`config.mk`:
```
export PLATFORM = sky130hd
export DESIGN_NAME = hovalaag_stream_wrapper
export DESIGN_NICKNAME = d
export VERILOG_FILES = /design/src/rtl/hovalaag_stream_wrapper.sv
export SDC_FILE = /design/constraint.sdc
export NUM_CORES = 1
export LEC_CHECK = 0
export ABC_CLOCK_PERIOD_IN_PS = 5700
export CORE_MARGIN = 4
export CORE_UTILIZATION = 55
export CTS_BUF_LIST = sky130_fd_sc_hd__clkbuf_16
export CTS_CLUSTER_DIAMETER = 150
export DETAILED_ROUTE_END_ITERATION = 10
export PLACE_DENSITY = 0.76
export SLEW_MARGIN = 25
export SYNTH_ARGS = -nofsm -noshare
export SYNTH_HDL_FRONTEND = slang
export SYNTH_SLANG_ARGS = --single-unit
```
`constraint.sdc`:
```
create_clock -name clk -period 5.7 [get_ports clk]
set_clock_uncertainty 0.1 [all_clocks]
set_input_delay 1.425 -clock clk [delete_from_list [all_inputs] [get_ports clk]]
set_output_delay 1.425 -clock clk [all_outputs]
set_load 0.02 [all_outputs]
```
`src/rtl/hovalaag_stream_wrapper.sv`:
```
// Streaming host interface for the Hovalaag core: chunked instruction and operand
// loading, IN/OUT FIFOs, and an execute strobe that stalls until operands and space exist.
module hovalaag_stream_wrapper #(
  parameter int IO_W       = 6,
  parameter int DATA_W     = 12,
  parameter int INSTR_W    = 32,
  parameter int FIFO_DEPTH = 4
) (
  input  logic               clk,
  input  logic               reset,
  input  logic [3:0]         addr,
  input  logic [IO_W-1:0]    io_in,
  output logic [7:0]         io_out,
  output logic               core_clk_en,
  output logic [INSTR_W-1:0] core_instr,
  output logic [DATA_W-1:0]  core_in1,
  output logic [DATA_W-1:0]  core_in2,
  input  logic               core_in1_adv,
  input  logic               core_in2_adv,
  input  logic [DATA_W-1:0]  core_out,
  input  logic [7:0]         core_pc
);

  localparam int CH     = (INSTR_W + IO_W - 1) / IO_W;
  localparam int SR_W   = CH * IO_W;
  localparam int CN     = (DATA_W + IO_W - 1) / IO_W;
  localparam int ST_W   = CN * IO_W;
  localparam int STG_W  = (CN - 1) * IO_W;
  localparam int CCW    = $clog2(CN + 1);
  localparam int AW     = $clog2(FIFO_DEPTH);
  localparam int CW     = AW + 1;
  localparam int NW     = CW + 1;
  localparam int NF     = 4;
  localparam int F_IN1  = 0;
  localparam int F_IN2  = 1;
  localparam int F_OUT1 = 2;
  localparam int F_OUT2 = 3;

  typedef enum logic [3:0] {
    CMD_STATUS  = 4'd0,
    CMD_LOAD    = 4'd1,
    CMD_EXEC    = 4'd2,
    CMD_IN1     = 4'd3,
    CMD_IN2     = 4'd4,
    CMD_OUT1_LO = 4'd5,
    CMD_OUT1_HI = 4'd6,
    CMD_OUT2_LO = 4'd7,
    CMD_OUT2_HI = 4'd8,
    CMD_PC      = 4'd9,
    CMD_FLUSH   = 4'd10
  } cmd_e;

  logic [SR_W-1:0]   sr_q, sr_d;
  logic [STG_W-1:0]  stage_q [2], stage_d [2];
  logic [CCW-1:0]    chunk_q [2], chunk_d [2];
  logic [DATA_W-1:0] mem_q [NF][FIFO_DEPTH], mem_d [NF][FIFO_DEPTH];
  logic [AW-1:0]     rd_ptr_q [NF], rd_ptr_d [NF];
  logic [AW-1:0]     wr_ptr_q [NF], wr_ptr_d [NF];
  logic [CW-1:0]     count_q [NF], count_d [NF];
  logic              exec_pending_q, exec_pending_d;
  logic              push_pending_q, push_pending_d;
  logic              push_sel_q, push_sel_d;
  logic              underflow_q, underflow_d;
  logic              overflow_q, overflow_d;

  logic [NF-1:0]     empty, push_en, pop_en;
  logic [1:0]        in_full;
  logic [DATA_W-1:0] head [NF];
  logic              in_ch, out_valid, out_sel, ok, fire, flush;
  logic [ST_W-1:0]   in_word;
  logic [NW-1:0]     out_need;

  always_comb begin
    for (int c = 0; c < NF; c++) begin
      empty[c] = (count_q[c] == '0);
      head[c]  = empty[c] ? '0 : mem_q[c][rd_ptr_q[c]];
    end
    for (int c = 0; c < 2; c++) in_full[c] = (count_q[c] == CW'(FIFO_DEPTH));
  end

  assign core_instr = sr_q[INSTR_W-1:0];
  assign core_in1   = head[F_IN1];
  assign core_in2   = head[F_IN2];
  assign out_valid  = core_instr[14];
  assign out_sel    = core_instr[13];

  // A result still in flight to the selected OUT FIFO already owns one slot.
  assign out_need = {1'b0, (out_sel ? count_q[F_OUT2] : count_q[F_OUT1])}
                  + NW'(push_pending_q && (push_sel_q == out_sel));
  assign ok = (!core_in1_adv || !empty[F_IN1]) &&
              (!core_in2_adv || !empty[F_IN2]) &&
              (!out_valid || (out_need < NW'(FIFO_DEPTH)));
  assign fire        = exec_pending_q && ok;
  assign core_clk_en = fire;

  assign in_ch   = (addr == CMD_IN2);
  assign in_word = {io_in, stage_q[in_ch]};

  // NOTE: every always_comb output gets a default before any branch, so no latches are inferred.
  always_comb begin
    sr_d        = sr_q;
    stage_d     = stage_q;
    chunk_d     = chunk_q;
    underflow_d = underflow_q;
    overflow_d  = overflow_q;
    push_en     = '0;
    pop_en      = '0;
    flush       = 1'b0;
    // An execute arriving on the firing cycle queues the next one; otherwise it is redundant.
    exec_pending_d = (addr == CMD_EXEC) || (exec_pending_q && !fire);
    push_pending_d = fire && out_valid;
    push_sel_d     = fire ? out_sel : push_sel_q;

    case (addr)
      CMD_LOAD: if (!exec_pending_q) sr_d = {io_in, sr_q[SR_W-1:IO_W]};
      CMD_IN1, CMD_IN2: begin
        stage_d[in_ch] = in_word[ST_W-1:IO_W];
        if (chunk_q[in_ch] == CCW'(CN - 1)) begin
          chunk_d[in_ch] = '0;
          if (in_full[in_ch]) overflow_d = 1'b1;
          else                push_en[{1'b0, in_ch}] = 1'b1;
        end else begin
          chunk_d[in_ch] = chunk_q[in_ch] + CCW'(1);
        end
      end
      CMD_OUT1_HI: begin
        if (empty[F_OUT1]) underflow_d = 1'b1;
        else               pop_en[F_OUT1] = 1'b1;
      end
      CMD_OUT2_HI: begin
        if (empty[F_OUT2]) underflow_d = 1'b1;
        else               pop_en[F_OUT2] = 1'b1;
      end
      CMD_FLUSH: begin
        flush       = 1'b1;
        chunk_d     = '{default: '0};
        underflow_d = 1'b0;
        overflow_d  = 1'b0;
      end
      default: ;
    endcase

    if (fire) begin
      pop_en[F_IN1] = core_in1_adv;
      pop_en[F_IN2] = core_in2_adv;
    end
    if (push_pending_q) push_en[{1'b1, push_sel_q}] = 1'b1;
  end

  // Flush empties the FIFOs but a result already in flight still lands afterwards.
  always_comb begin
    mem_d    = mem_q;
    rd_ptr_d = rd_ptr_q;
    wr_ptr_d = wr_ptr_q;
    count_d  = count_q;
    for (int c = 0; c < NF; c++) begin
      if (flush) begin
        rd_ptr_d[c] = '0;
        wr_ptr_d[c] = '0;
        count_d[c]  = '0;
      end else if (pop_en[c]) begin
        rd_ptr_d[c] = rd_ptr_q[c] + AW'(1);
        count_d[c]  = count_q[c] - CW'(1);
      end
      if (push_en[c]) begin
        mem_d[c][wr_ptr_d[c]] = (c < 2) ? in_word[DATA_W-1:0] : core_out;
        wr_ptr_d[c] = wr_ptr_d[c] + AW'(1);
        count_d[c]  = count_d[c] + CW'(1);
      end
    end
  end

  always_comb begin
    io_out = '0;
    case (addr)
      CMD_STATUS:  io_out = {underflow_q, overflow_q, !empty[F_OUT2], !empty[F_OUT1],
                             in_full[1], in_full[0], push_pending_q, exec_pending_q};
      CMD_OUT1_LO: io_out = head[F_OUT1][7:0];
      CMD_OUT1_HI: io_out = 8'(head[F_OUT1] >> 8);
      CMD_OUT2_LO: io_out = head[F_OUT2][7:0];
      CMD_OUT2_HI: io_out = 8'(head[F_OUT2] >> 8);
      CMD_PC:      io_out = core_pc;
      default: ;
    endcase
  end

  // NOTE: state registers use non-blocking assignments so all flops update from pre-edge values.
  always_ff @(posedge clk) begin
    if (reset) begin
      sr_q           <= '0;
      stage_q        <= '{default: '0};
      chunk_q        <= '{default: '0};
      rd_ptr_q       <= '{default: '0};
      wr_ptr_q       <= '{default: '0};
      count_q        <= '{default: '0};
      exec_pending_q <= 1'b0;
      push_pending_q <= 1'b0;
      push_sel_q     <= 1'b0;
      underflow_q    <= 1'b0;
      overflow_q     <= 1'b0;
    end else begin
      sr_q           <= sr_d;
      stage_q        <= stage_d;
      chunk_q        <= chunk_d;
      rd_ptr_q       <= rd_ptr_d;
      wr_ptr_q       <= wr_ptr_d;
      count_q        <= count_d;
      exec_pending_q <= exec_pending_d;
      push_pending_q <= push_pending_d;
      push_sel_q     <= push_sel_d;
      underflow_q    <= underflow_d;
      overflow_q     <= overflow_d;
    end
  end

  // NOTE: FIFO storage is not reset; a zero count masks stale entries and heads read 0 when empty.
  always_ff @(posedge clk) mem_q <= mem_d;

endmodule

```
==> impl_metrics.toml <==
[status]
status = "completed"

[clock_network]
cts_setup_buffers = 0
cts_buffers = 27
cts_hold_buf = 0
clock_path_buffers = 3
clock-root-buffer = "clkbuf_16"
path_clk_slew_ns = 0.06
clkSinkCount = 277
cts_max_level = 1
clock_latency_ns = 0.54
cts_tree = "built"
ctsResizeCount = 0

[logic_synthesis]
async_reset_ff_frac = 0
syn_area_sq_mm = 0.0117
synth_nets = 946
synth.distinct_cells = 53
ys_seq_area_frac = 0.638
avgSynthCellArea_sq_um = 13.2
synth_cells = 883
ys.flop_type = "edfxtp_1"
ys_ff_latch = 277
synth_edf_count = 192
yosysWarnings = 0

[drt]
drc = 0
drtPass1Iterations = 5
ant_nets = 0
vias_per_cell = 5.65
vias = 6993
wire_per_inst_um = 19.5
drt_wl_total_um = 24200
drtIter0Drc = 592

[power]
power_density_mw_per_mm2 = 296
finalPower_uw = 4020
p_leak_uw = 0.00454
peakVddDrop_mv = 0.273

[timing]
worstMarginPinSlew_ns = 0.912
period_share = 0.939
setup_viol = 0
layout_min_cycle_time_ns = 5.35
final_max_slew_viol_count = 0
rsz0062_at_grt = "false"
finalSetupTns_ns = 0
hold_viol = 0
fmax_mhz = 187
maxSlewHeadroom = 0.391
whs_ns = 0.351

[global_routing]
grt_pass1_vias = 7009
grt_pass1_wl_um = 38700
grt_max_degree = 71
grt_use_total = 0.207
gr-total-overflow = 0
antenna_found_initial = 1

[floorplanning]
die-area_sq_mm = 0.0237
ios = 99
die_w_um = 154
initial_core_util = 0.558
core_sq_mm = 0.0210
die_h_um = 154
fp-row-count = 53

[placement]
port_buffers = 98
place_hpwl_um = 15900
place_congestion = 0.877
dp_cells = 1192

[min_path]
hold_class = "reg2reg"

[final_layout]
final_cell_mix = "192 x edfxtp_1, 157 x nand2_1, 97 x clkdlybuf4s50_1"
drive_gt1_frac = 0.121
nets = 1009
final_common_cell = "edfxtp_1"
fillCellCount = 1514
syn2layout_area_growth_pct = 16.2
diodes = 0
finalNonFillerCells = 1238

[critical_path]
crit_required_ns = 4.18
start_kind = "primary input"
setup.worst_path.class = "in2out"
endpoint_kind = "output port"
cp.arrival_ns = 3.83
path_max_fanout = 8

[job]
maxCapViolCount = 0
[state kept, by name (all words and copies together), names as in the netlist]
name            cells
count_q            12
stage_q            12
chunk_q             4
mem_q             192
underflow_q         1
wr_ptr_q            8
overflow_q          1
rd_ptr_q            8
push_sel_q          1
push_pending_q      1
sr_q               36
exec_pending_q      1
[Yosys cell counts (all sizes together) (3+ instances only)]
master,number,area [sq um]
o21ai,8,40.0
inv,18,67.6
a222oi,5,50.1
nand4,7,43.8
o2111ai,3,26.3
a21oi,64,324
nor4b,3,32.5
and3,8,50.1
ha,29,363
dfxtp,85,1700
o31ai,4,30.0
a31oi,4,25.0
edfxtp,192,5770
mux4,48,1080
nor2b,31,194
clkbuf,35,131
xor2,10,87.6
nand2b,7,43.8
or3,4,25.0
or2,3,18.8
nand3,12,60.1
mux2i,3,30.0
nor2,41,156
and4,4,35.0
buf,46,308
nor3,4,20.0
a22oi,6,45.0
nand2,157,589
and2,12,75.1
xnor2,8,70.1
[cell type report]
cell class / count / area, sq um / area share
clock buffers: 27 / 676 / 0.0497
clock inverters: 19 / 201 / 0.0148
inverters: 18 / 67.6 / 0.00497
multi-input cells: 507 / 3740 / 0.275
flip-flops and latches: 277 / 7470 / 0.549
well taps: 275 / 344 / 0.0253
repair buffers: 115 / 1100 / 0.0812
[path summary, 6_finish.rpt]
path | start | endpoint | slack, ns | cells after the start
max reg2reg | push_sel_q | count_q[8] | 3.08 | 9
min reg2reg | sr_q[35] | sr_q[29] | 0.35 | 2
min | sr_q[35] | sr_q[29] | 0.35 | 2
max | addr[2] | io_out[2] | 0.35 | 7
[per-stage QoR]
stage                     utilization  setup slack, ns  instance area, sq um
final                           0.649            0.350                 13600
after global routing            0.649            0.235                 13600
after CTS                       0.649            0.392                 13600
after detailed placement        0.607            0.392                 12700
after global placement          0.607            0.448                 12700
after floorplan                     -             1.40                 11700
[power breakdown]
part | internal, uW | switching, uW
sequential | 2150 | 4.03
clock | 1040 | 721
combinational | 43.1 | 68.0
[worst max-delay path: stages]
cell and delay, ns:
clkdlybuf4s50_1 0.49, nor2b_1 0.42, nand2_1 0.09, nor2_1 0.44, a22oi_1 0.18, nand4_1 0.15
clkdlybuf4s50_1 0.63
[routing by layer]
metal | vias to the layer above | wire length [um] | global-route usage
li1 | 3299 | - | -
met1 | 3401 | 9910 | 0.273
met2 | 240 | 12100 | 0.351
met3 | 51 | 1400 | 0.0397
met4 | 2 | 678 | 0.0614
met5 | - | 16 | 0
[kinds of logic after synthesis]
family	count (synthesis)	synth area share
simple gates	305	0.125
flops	277	0.638
compound gates	104	0.0541
buf+inv	99	0.0433
mux	51	0.0950
fa+ha+maj	29	0.0310
xor+xnor	18	0.0135
(Power assumes the default switching activity.)
